--- src/rtl/muldiv_unit_if.sv ---
// -----------------------------------------------------------------------------
// muldiv_unit_if
//   Request/response bundle between the execute stage and muldiv_unit.
//
//   master (core side) drives : start, op, rs1, rs2, kill
//   slave  (unit side) drives : ready, busy, done, result
//
//   Parameter XLEN must match the XLEN of the attached muldiv_unit.
// -----------------------------------------------------------------------------
interface muldiv_unit_if #(
    parameter int XLEN = 32
);
    logic            start;
    logic [2:0]      op;
    logic [XLEN-1:0] rs1;
    logic [XLEN-1:0] rs2;
    logic            kill;
    logic            ready;
    logic            busy;
    logic            done;
    logic [XLEN-1:0] result;

    modport master (
        output start, op, rs1, rs2, kill,
        input  ready, busy, done, result
    );

    modport slave (
        input  start, op, rs1, rs2, kill,
        output ready, busy, done, result
    );
endinterface

--- src/rtl/muldiv_unit.sv ---
// -----------------------------------------------------------------------------
// muldiv_unit
//   Iterative RISC-V M-extension multiply/divide unit.
//     MUL*  : radix-2^MUL_BITS shift-add on operand magnitudes, XLEN/MUL_BITS
//             iterations.
//     DIV*  : restoring radix-2 division, XLEN iterations.
//   Signs are stripped at accept and re-applied in a single FIX cycle.
//   Divide-by-zero and signed overflow bypass iteration entirely.
//
//   Ports:
//     clk  : clock, rising edge
//     rst  : synchronous active-high reset
//     bus  : muldiv_unit_if.slave (start/op/rs1/rs2/kill in,
//            ready/busy/done/result out)
//
//   Compile-time option:
//     MULDIV_EARLY_OUT_EN : when defined, the multiply loop stops as soon as
//                           the remaining multiplier bits are all zero.
// -----------------------------------------------------------------------------
module muldiv_unit #(
    parameter int XLEN     = 32,
    parameter int MUL_BITS = 4
) (
    input logic         clk,
    input logic         rst,
    muldiv_unit_if.slave bus
);
    localparam int K_MUL = XLEN / MUL_BITS;
    localparam int CW    = $clog2(XLEN + 1);
    localparam logic [XLEN-1:0] MOST_NEG = {1'b1, {(XLEN-1){1'b0}}};

    typedef enum logic [2:0] {S_IDLE, S_MUL, S_DIV, S_FIX, S_OUT} state_t;

    state_t            state_q, state_d;
    logic [2:0]        op_q;
    logic [2*XLEN-1:0] acc_q;     // product, or {remainder, quotient}
    logic [2*XLEN-1:0] mcand_q;   // multiplicand, pre-shifted into place
    logic [XLEN-1:0]   mplier_q;  // multiplier digits left, or divisor
    logic [CW-1:0]     cnt_q;
    logic              neg_pq_q;  // negate product / quotient
    logic              neg_r_q;   // negate remainder
    logic [XLEN-1:0]   result_q;

    // ---------------- accept-time decode ----------------
    logic            accept, is_div, sgn1, sgn2, s1, s2, div0, ovf, special;
    logic [XLEN-1:0] mag1, mag2, special_res;

    always_comb begin
        accept = (state_q == S_IDLE) && bus.start && !bus.kill;
        is_div = bus.op[2];
        // rs1 is signed for MUL/MULH/MULHSU/DIV/REM, rs2 for MUL/MULH/DIV/REM
        sgn1   = is_div ? !bus.op[0] : (bus.op[1:0] != 2'b11);
        sgn2   = is_div ? !bus.op[0] : !bus.op[1];
        s1     = sgn1 && bus.rs1[XLEN-1];
        s2     = sgn2 && bus.rs2[XLEN-1];
        mag1   = s1 ? -bus.rs1 : bus.rs1;
        mag2   = s2 ? -bus.rs2 : bus.rs2;
        div0   = is_div && (bus.rs2 == '0);
        ovf    = is_div && !bus.op[0] && (bus.rs1 == MOST_NEG) && (bus.rs2 == '1);
        special = div0 || ovf;
        // op[1] separates REM* from DIV*
        if (div0) special_res = bus.op[1] ? bus.rs1 : '1;
        else      special_res = bus.op[1] ? '0 : bus.rs1;
    end

    // ---------------- iteration datapath ----------------
    logic [2*XLEN-1:0] pp_sum, mul_acc_nx, div_acc_nx, prod_fix;
    logic [XLEN:0]     div_upper;
    logic [XLEN-1:0]   rem_sub, quo_fix, rem_fix, fix_res;
    logic              div_ge, mul_last;

    always_comb begin
        pp_sum = '0;
        for (int j = 0; j < MUL_BITS; j++)
            if (mplier_q[j]) pp_sum = pp_sum + (mcand_q << j);
        mul_acc_nx = acc_q + pp_sum;

`ifdef MULDIV_EARLY_OUT_EN
        mul_last = (cnt_q == CW'(1)) || ((mplier_q >> MUL_BITS) == '0);
`else
        mul_last = (cnt_q == CW'(1));
`endif

        // Restoring step: shift {R,Q} left by one, trial-subtract divisor.
        // The true difference is below the divisor, so XLEN bits hold it.
        div_upper  = acc_q[2*XLEN-1:XLEN-1];
        div_ge     = div_upper >= {1'b0, mplier_q};
        rem_sub    = div_upper[XLEN-1:0] - mplier_q;
        div_acc_nx = div_ge ? {rem_sub, acc_q[XLEN-2:0], 1'b1}
                            : {acc_q[2*XLEN-2:0], 1'b0};

        prod_fix = neg_pq_q ? -acc_q : acc_q;
        quo_fix  = neg_pq_q ? -acc_q[XLEN-1:0] : acc_q[XLEN-1:0];
        rem_fix  = neg_r_q  ? -acc_q[2*XLEN-1:XLEN] : acc_q[2*XLEN-1:XLEN];
        case (op_q)
            3'b000:                 fix_res = prod_fix[XLEN-1:0];
            3'b001, 3'b010, 3'b011: fix_res = prod_fix[2*XLEN-1:XLEN];
            3'b100, 3'b101:         fix_res = quo_fix;
            default:                fix_res = rem_fix;
        endcase
    end

    // ---------------- FSM: state register ----------------
    always_ff @(posedge clk) begin
        if (rst) state_q <= S_IDLE;
        else     state_q <= state_d;
    end

    // ---------------- FSM: next state ----------------
    always_comb begin
        state_d = state_q;
        case (state_q)
            S_IDLE: if (accept) state_d = special ? S_OUT : (is_div ? S_DIV : S_MUL);
            S_MUL:  if (mul_last) state_d = S_FIX;
            S_DIV:  if (cnt_q == CW'(1)) state_d = S_FIX;
            S_FIX:  state_d = S_OUT;
            S_OUT:  state_d = S_IDLE;
            default: state_d = S_IDLE;
        endcase
        if (bus.kill && state_q != S_IDLE) state_d = S_IDLE;
    end

    // ---------------- FSM: outputs ----------------
    always_comb begin
        bus.ready  = (state_q == S_IDLE);
        bus.busy   = (state_q != S_IDLE);
        bus.done   = (state_q == S_OUT);
        bus.result = result_q;
    end

    // ---------------- datapath registers ----------------
    always_ff @(posedge clk) begin
        if (rst) begin
            op_q     <= '0;
            acc_q    <= '0;
            mcand_q  <= '0;
            mplier_q <= '0;
            cnt_q    <= '0;
            neg_pq_q <= 1'b0;
            neg_r_q  <= 1'b0;
            result_q <= '0;
        end else begin
            case (state_q)
                S_IDLE: if (accept) begin
                    op_q     <= bus.op;
                    acc_q    <= is_div ? {{XLEN{1'b0}}, mag1} : '0;
                    mcand_q  <= {{XLEN{1'b0}}, mag1};
                    mplier_q <= mag2;
                    cnt_q    <= is_div ? CW'(XLEN) : CW'(K_MUL);
                    neg_pq_q <= s1 ^ s2;
                    neg_r_q  <= s1;
                    if (special) result_q <= special_res;
                end
                S_MUL: begin
                    acc_q    <= mul_acc_nx;
                    mcand_q  <= mcand_q << MUL_BITS;
                    mplier_q <= mplier_q >> MUL_BITS;
                    cnt_q    <= cnt_q - CW'(1);
                end
                S_DIV: begin
                    acc_q <= div_acc_nx;
                    cnt_q <= cnt_q - CW'(1);
                end
                S_FIX: if (!bus.kill) result_q <= fix_res;
                default: ;
            endcase
        end
    end
endmodule
--- src/flat_wrapper.sv ---
// flat-port wrapper written by rule: the top's interface ports become plain ports
module muldiv_unit_flat 
#(
    parameter int XLEN     = 32,
    parameter int MUL_BITS = 4
)
  (clk, rst, bus_start, bus_op, bus_rs1, bus_rs2, bus_kill, bus_ready, bus_busy, bus_done, bus_result);
  muldiv_unit_if #(.XLEN(XLEN)) bus_i ();
  input logic clk;
  input logic rst;
  input wire logic [$bits(bus_i.start)-1:0] bus_start;
  input wire logic [$bits(bus_i.op)-1:0] bus_op;
  input wire logic [$bits(bus_i.rs1)-1:0] bus_rs1;
  input wire logic [$bits(bus_i.rs2)-1:0] bus_rs2;
  input wire logic [$bits(bus_i.kill)-1:0] bus_kill;
  output wire logic [$bits(bus_i.ready)-1:0] bus_ready;
  output wire logic [$bits(bus_i.busy)-1:0] bus_busy;
  output wire logic [$bits(bus_i.done)-1:0] bus_done;
  output wire logic [$bits(bus_i.result)-1:0] bus_result;
  assign bus_i.start = bus_start;
  assign bus_i.op = bus_op;
  assign bus_i.rs1 = bus_rs1;
  assign bus_i.rs2 = bus_rs2;
  assign bus_i.kill = bus_kill;
  assign bus_ready = bus_i.ready;
  assign bus_busy = bus_i.busy;
  assign bus_done = bus_i.done;
  assign bus_result = bus_i.result;
  muldiv_unit #(.XLEN(XLEN), .MUL_BITS(MUL_BITS)) u_core (.clk(clk), .rst(rst), .bus(bus_i));
endmodule
--- config.mk ---
export PLATFORM = sky130hd
export DESIGN_NAME = muldiv_unit_flat
export DESIGN_NICKNAME = d
export VERILOG_FILES = /design/src/rtl/muldiv_unit_if.sv /design/src/rtl/muldiv_unit.sv /design/src/flat_wrapper.sv
export SDC_FILE = /design/constraint.sdc
export NUM_CORES = 2
export LEC_CHECK = 0
export ABC_AREA = 0
export CORE_ASPECT_RATIO = 1.5
export CORE_MARGIN = 2
export CORE_UTILIZATION = 40
export CTS_BUF_LIST = sky130_fd_sc_hd__clkbuf_2
export DETAILED_ROUTE_END_ITERATION = 8
export PLACE_DENSITY_LB_ADDON = 0.3
export SKIP_LAST_GASP = 1
export SYNTH_ARGS = -nofsm -noshare
export SYNTH_HDL_FRONTEND = slang
export SYNTH_SLANG_ARGS = --single-unit
--- constraint.sdc ---
create_clock -name clk -period 23 [get_ports clk]
set_clock_uncertainty 0.1 [all_clocks]
set_input_delay 4.6 -clock clk [delete_from_list [all_inputs] [get_ports clk]]
set_output_delay 4.6 -clock clk [all_outputs]
set_load 0.005 [all_outputs]
# Word-level counts from Yosys, hierarchy flattened
# Cells that the tools add are included.
# word_totals
elab_cells	105
register_bits	206
# classes
bitwise_logic	1
mux	35
n_lt_le_gt_ge	1
reduce_logical	31
n_addsub	11
n_eq_ne	17
# ops
op	n
64-bit two-way mux	8
32-bit two-way mux	12
64-bit adder	4
64-bit one-hot mux with 3 select lines	1
32-bit negator	4
32-bit one-hot mux with 2 select lines	2
64-bit one-hot mux with 2 select lines	1
32-bit one-hot mux with 3 select lines	1
32-bit == test, second input constant	2
64-bit negator	1
33-bit by 32-bit >= comparator with 1-bit output	1
32-bit logical NOT	1
32-bit subtractor	1
3-bit by 2-bit == test with 1-bit output, second input constant	4
6-bit two-way mux	2
6-bit one-hot mux with 2 select lines	1
2-bit AND reduction	5
3-bit == test, second input constant	3
1-bit logical AND	9
3-bit two-way mux	3
3-bit one-hot mux with 3 select lines	1
3-bit by 1-bit == test with 1-bit output, second input constant	2
6-bit by 1-bit == test with 1-bit output, second input constant	1
3-bit logical NOT	2
other kinds (13)	24

# Logic depth before layout (Yosys ltp)
# logic_depth
ltp_word	9
depth_mapped	60
ltp_nobuf	55

# Worst setup path before layout
# OpenSTA, ideal clock, no wires.
# synth_path
path_type	flip-flop to flip-flop
startpoint	register u_core.mplier_q[0]
endpoint	register u_core.acc_q[61]
n_path_buf	8
setup_time_ns	0.128
path_slack_ns	12.267
arrival_time_ns	10.505
synth_period_minus_slack_ns	10.733
stages_incl_launch_ff	56
path_cell_list	dfxtp_1 -> buf_4 -> buf_2 -> clkbuf_1 -> clkbuf_1 -> clkbuf_1 -> nand2_1 -> inv_1 -> ha_1 -> inv_1 -> fa_1 -> nor2b_1 -> o21bai_1 -> a32oi_2 -> a21oi_1 -> o21bai_1 -> nand2b_1 -> and2_1 -> [... 20 more ...] -> o21ai_0 -> nor2b_1 -> o21bai_1 -> a21boi_0 -> o21ai_0 -> xnor2_1 -> a21oi_1 -> ha_1 -> clkbuf_1 -> nand2_1 -> or4_1 -> o31a_1 -> o221a_2 -> o31a_1 -> o41a_1 -> xnor2_1 -> a222oi_1 -> nor2_1
# synth_between
elab_chain_len	9
# synth_rtl
item	line_no	text
from (decl)	muldiv_unit.sv:38	logic [XLEN-1:0] mplier_q;
from (signal assigned)	muldiv_unit.sv:148	mplier_q <= mag2;
from (signal assigned)	muldiv_unit.sv:157	mplier_q <= mplier_q >> MUL_BITS;
64-bit two-way mux	muldiv_unit.sv:75	if (mplier_q[j]) pp_sum = pp_sum + (mcand_q << j);
64-bit adder	muldiv_unit.sv:75	
64-bit two-way mux	muldiv_unit.sv:75	
64-bit adder	muldiv_unit.sv:75	
64-bit two-way mux	muldiv_unit.sv:75	
64-bit adder	muldiv_unit.sv:75	
64-bit two-way mux	muldiv_unit.sv:75	
64-bit adder	muldiv_unit.sv:76	mul_acc_nx = acc_q + pp_sum;
64-bit one-hot mux with 3 select lines *	muldiv_unit.sv:143	case (state_q)
to (signal assigned)	muldiv_unit.sv:146	acc_q <= is_div ? {{XLEN{1'b0}}, mag1} : '0;
to (signal assigned)	muldiv_unit.sv:155	acc_q <= mul_acc_nx;
to (signal assigned)	muldiv_unit.sv:161	acc_q <= div_acc_nx;
to (decl)	muldiv_unit.sv:36	logic [2*XLEN-1:0] acc_q;
# Mark *: on every way between the ends. The rest lies on a longest branch, timed or not.
# A chain may end at the register's enable or synchronous reset.

# Worst setup path after layout
# layout_path
startpoint	register u_core.mplier_q[0]
endpoint	register u_core.acc_q[63]
# Same word-level chain as after synthesis.

==> run_summary.xml <==
<?xml version="1.0" encoding="UTF-8"?>
<metrics>
  <group name="die">
    <metric name="row_count" unit="">124</metric>
    <metric name="die-height" unit="microns">343</metric>
    <metric name="die-width" unit="microns">230</metric>
    <metric name="die_area" unit="sq um">78800</metric>
    <metric name="design.core.area" unit="sq um">76000</metric>
    <metric name="start_util" unit="">0.403</metric>
    <metric name="io_pins" unit="">106</metric>
  </group>
  <group name="finish">
    <metric name="post_route_cells_drive_above_1_share" unit="">0.0593</metric>
    <metric name="final_nets" unit="">4656</metric>
    <metric name="areaGrowthSynthToFinish" unit="%">7.02</metric>
    <metric name="postLayoutCoreUtil" unit="">0.431</metric>
  </group>
  <group name="global_routing">
    <metric name="number_of_global_route_vias_before_repair" unit="">31000</metric>
    <metric name="gr-total-overflow" unit="">0</metric>
    <metric name="top_usage_layer" unit="">met2</metric>
    <metric name="grt_antenna_before_repair" unit="">1</metric>
    <metric name="grtUsageMet3" unit="">0.0239</metric>
    <metric name="grt.met2_usage" unit="">0.463</metric>
    <metric name="grtUsageTotal" unit="">0.262</metric>
    <metric name="grtUsageMet1" unit="">0.304</metric>
    <metric name="grt_pass1_wl" unit="microns">168000</metric>
    <metric name="grt_start_max_net_pins" unit="">82</metric>
  </group>
  <group name="critical_path">
    <metric name="cp_data_arrival_time" unit="ns">12.37</metric>
    <metric name="critical_path.max_fanout" unit="">81</metric>
    <metric name="cp_common_cell" unit="">sky130_fd_sc_hd__o21ai_0</metric>
    <metric name="cpLargestDelayFamily" unit="">compound AO/OA/AOI/OAI gates</metric>
    <metric name="critical_path_cell_count" unit="">46</metric>
    <metric name="worst-endpoint-required" unit="ns">23.76</metric>
    <metric name="highest_delay_cell_along_the_critical_path" unit="">sky130_fd_sc_hd__buf_4</metric>
    <metric name="slowest_delay" unit="ns">0.61</metric>
    <metric name="endpoint_kind" unit="">flip-flop</metric>
    <metric name="path_buf_inv" unit="">3</metric>
    <metric name="timing_worst_setup_path_type" unit="">flip-flop to flip-flop</metric>
    <metric name="worst_setup_path_start_kind" unit="">flip-flop</metric>
    <metric name="worstRegToRegCells" unit="">46</metric>
  </group>
  <group name="placed_design">
    <metric name="portBuffers" unit="">105</metric>
    <metric name="dp.final_hpwl" unit="microns">83500</metric>
    <metric name="routabilityCongestion" unit="">0.960</metric>
  </group>
  <group name="logic_synthesis">
    <metric name="yosys_warnings" unit="">0</metric>
    <metric name="avgSynthCellArea" unit="sq um">7.00</metric>
    <metric name="synth.area.top_cells" unit="">sky130_fd_sc_hd__dfxtp_1 13%, sky130_fd_sc_hd__ha_1 12%, sky130_fd_sc_hd__a21oi_1 9.0%, sky130_fd_sc_hd__xnor2_1 6.7%, sky130_fd_sc_hd__nand2_1 5.7%</metric>
    <metric name="synthesized_area" unit="sq um">30600</metric>
    <metric name="seq_area_frac_synth" unit="">0.135</metric>
    <metric name="synth_top_area_cell" unit="">sky130_fd_sc_hd__dfxtp_1</metric>
    <metric name="synthDistinctLibCells" unit="">94</metric>
    <metric name="share_of_async_settable_or_async_resettable_flops_after_synthesis" unit="">0</metric>
    <metric name="synthCells" unit="">4372</metric>
    <metric name="number_of_synthesized_flops_with_an_enable_pin" unit="">0</metric>
    <metric name="share_of_yosys_cell_area_claimed_by_the_top_area_cell_type" unit="">0.135</metric>
    <metric name="synth_ff_type" unit="">sky130_fd_sc_hd__dfxtp_1</metric>
    <metric name="yosys_register_bits" unit="">206</metric>
    <metric name="synthesis.nets" unit="">4733</metric>
  </group>
  <group name="route">
    <metric name="detail_route.drc_violations" unit="">0</metric>
    <metric name="drt_first_pass_iters" unit="">6</metric>
    <metric name="dr_total_vias" unit="">32200</metric>
    <metric name="drt.antenna.violating_nets" unit="">0</metric>
    <metric name="initialDrtViolationCount" unit="">2449</metric>
    <metric name="detail_route.vias_per_cell" unit="">6.02</metric>
    <metric name="average_detailed_routed_wire_length_per_instance" unit="microns">20.0</metric>
    <metric name="route.final.wire_length" unit="microns">107000</metric>
  </group>
  <group name="clocking">
    <metric name="ctsHoldBuffers" unit="">0</metric>
    <metric name="cts_root_buf" unit="">sky130_fd_sc_hd__clkbuf_2</metric>
    <metric name="clock_tree.htree_level_count" unit="">2</metric>
    <metric name="insertion_delay" unit="ns">1.06</metric>
    <metric name="clock_tree_from_tritoncts" unit="">done</metric>
    <metric name="post_cts.repair.setup_buffers" unit="">0</metric>
    <metric name="cts_made_buffers" unit="">51</metric>
    <metric name="path_clk_slew" unit="ns">0.11</metric>
    <metric name="cts-resized-gates" unit="">0</metric>
    <metric name="clock_path_buffers" unit="">3</metric>
    <metric name="cts.sink_count" unit="">206</metric>
  </group>
  <group name="run_status">
    <metric name="run_status" unit="">finished clean</metric>
  </group>
  <group name="pwr">
    <metric name="largest_vdd_supply_drop" unit="uV">135</metric>
    <metric name="pwr_density_cell" unit="nW/um^2">99.7</metric>
    <metric name="leakagePower" unit="nW">14.3</metric>
  </group>
  <group name="timing">
    <metric name="highest_achievable_clock_rate" unit="GHz">0.0861</metric>
    <metric name="finalHoldViolCount" unit="">0</metric>
    <metric name="setup_total_negative_slack" unit="ns">0</metric>
    <metric name="slew-limit-headroom" unit="">0.276</metric>
    <metric name="max_slew_vio_count" unit="">0</metric>
    <metric name="setup_viol_count_final" unit="">0</metric>
    <metric name="fin_crit" unit="ns">11.61</metric>
    <metric name="period_share" unit="">0.505</metric>
    <metric name="worst_pin_slew" unit="ns">1.08</metric>
    <metric name="grt_setup_unrepaired" unit="">false</metric>
  </group>
  <group name="worst_hold_path">
    <metric name="number_of_cells_on_the_worst_hold_path" unit="">2</metric>
    <metric name="hp-class" unit="">flip-flop to flip-flop</metric>
  </group>
  <group name="run">
    <metric name="drv_cap" unit="">0</metric>
  </group>
</metrics>
==> cell usage in the layout, fill, tap and decap left out, types with 36 or more instances in the layout <==
master                            count
sky130_fd_sc_hd__clkbuf_2            72
sky130_fd_sc_hd__and2_1              57
sky130_fd_sc_hd__buf_4               49
sky130_fd_sc_hd__clkdlybuf4s50_1    104
sky130_fd_sc_hd__o21a_1              39
sky130_fd_sc_hd__inv_1              154
sky130_fd_sc_hd__o21bai_1            45
sky130_fd_sc_hd__o21ai_0            271
sky130_fd_sc_hd__a31oi_1             36
sky130_fd_sc_hd__nand2b_1            49
sky130_fd_sc_hd__xor2_1             162
sky130_fd_sc_hd__o21ai_1             47
sky130_fd_sc_hd__dfxtp_1            201
sky130_fd_sc_hd__a22oi_1             66
sky130_fd_sc_hd__a221oi_1            38
sky130_fd_sc_hd__a21o_1             195
sky130_fd_sc_hd__xnor2_1            234
sky130_fd_sc_hd__ha_1               285
sky130_fd_sc_hd__nor3_1              73
sky130_fd_sc_hd__a211oi_1            50
sky130_fd_sc_hd__nand4_1             64
sky130_fd_sc_hd__nor2_1             330
sky130_fd_sc_hd__a21oi_1            552
sky130_fd_sc_hd__nand3_1             94
sky130_fd_sc_hd__mux2_2              66
sky130_fd_sc_hd__nand2_1            464
==> metal layers <==
metal | up-vias | part of all wire
met5 | - | 0
met1 | 15000 | 0.41
met3 | 285 | 0.048
li1 | 15900 | -
met4 | 0 | 0.070
met2 | 990 | 0.48
==> metrics by stage <==
step	power (mW)	hold slack, ns	setup WS, ns	cell area [sq um]	instances
6_report	3.27	0.362	11.39	32800	5348
5_1_grt	3.53	0.381	10.41	32800	5346
4_1_cts	3.23	0.365	11.46	32800	5345
3_5_place_dp	2.93	0.344	11.53	32200	5250
3_3_place_gp	2.93	0.340	11.57	32200	5250
2_1_floorplan	2.32	0.348	12.27	30600	4372
==> area by class of cell <==
type / count / area [sq um]
multi-input cells: 3726 / 24900
clock inverters: 23 / 153
well taps: 1008 / 1260
fillers: 8120 / 43300
flip-flops and latches: 206 / 4130
diodes: 3 / 7.51
clock buffers: 72 / 360
inverters: 156 / 586
repair buffers: 154 / 1420
==> flip-flops by register name, indices dropped and copies added (netlist names) <==
signal,cells
u_core.op_q,3
u_core.mplier_q,32
u_core.mcand_q,64
u_core.neg_r_q,1
u_core.bus.result,32
u_core.neg_pq_q,1
u_core.acc_q,64
u_core.state_q,3
u_core.cnt_q,6
==> tightest hold or removal path, cell delays in order (launching register included) <==
cell and delay (ns):
sky130_fd_sc_hd__dfxtp_1 0.32, sky130_fd_sc_hd__nand2_1 0.05, sky130_fd_sc_hd__a21oi_1 0.05
==> path summary, 6_finish.rpt <==
path	startpoint	slack, ns	endpoint
worst max-delay path	u_core.mplier_q[0]$_SDFFE_PP0P_	11.39	u_core.acc_q[63]$_SDFFE_PP0P_
worst min-delay path	u_core.bus.result[21]$_SDFFE_PP0P_	0.36	u_core.bus.result[21]$_SDFFE_PP0P_
worst max register to register	u_core.mplier_q[0]$_SDFFE_PP0P_	11.39	u_core.acc_q[63]$_SDFFE_PP0P_
worst min register to register	u_core.bus.result[21]$_SDFFE_PP0P_	0.36	u_core.bus.result[21]$_SDFFE_PP0P_
==> power by group <==
group          total, mW  internal [mW]  switching (mW)  leakage [nW]
Combinational       2.41          0.921            1.49          12.2
Sequential         0.565          0.426           0.139          1.68
Clock              0.289          0.109           0.180         0.371
Total               3.27           1.46            1.81          14.3
==> cells in the mapped netlist (all sizes together), types with 45 or more instances <==
| master | count |
|---|---|
| mux2 | 66 |
| dfxtp | 206 |
| a21o | 195 |
| ha | 285 |
| a211oi | 50 |
| nor3 | 75 |
| nand3 | 94 |
| clkbuf | 242 |
| nor2 | 334 |
| nand2b | 49 |
| xor2 | 162 |
| xnor2 | 235 |
| o21bai | 45 |
| a22oi | 66 |
| inv | 154 |
| o21ai | 321 |
| a21oi | 553 |
| nand2 | 468 |
| and2 | 60 |
| nand4 | 64 |
==> kinds of logic (layout without fill, tap and decap cells) <==
| kind of cell | after synthesis | count (layout) | share of synthesized area |
|---|---|---|---|
| AOI/OAI and AO/OA | 1594 | 1594 | 0.331 |
| and+or+nand+nor | 1324 | 1324 | 0.203 |
| DFF | 206 | 206 | 0.135 |
| other | 0 | 3 | 0 |
| muxes | 90 | 90 | 0.0321 |
| xor gates and xnor gates | 398 | 398 | 0.115 |
| buffers and inverters | 440 | 405 | 0.0553 |
| adders and majority gates | 320 | 320 | 0.130 |
Note: power is estimated with default switching activity, not from simulation.
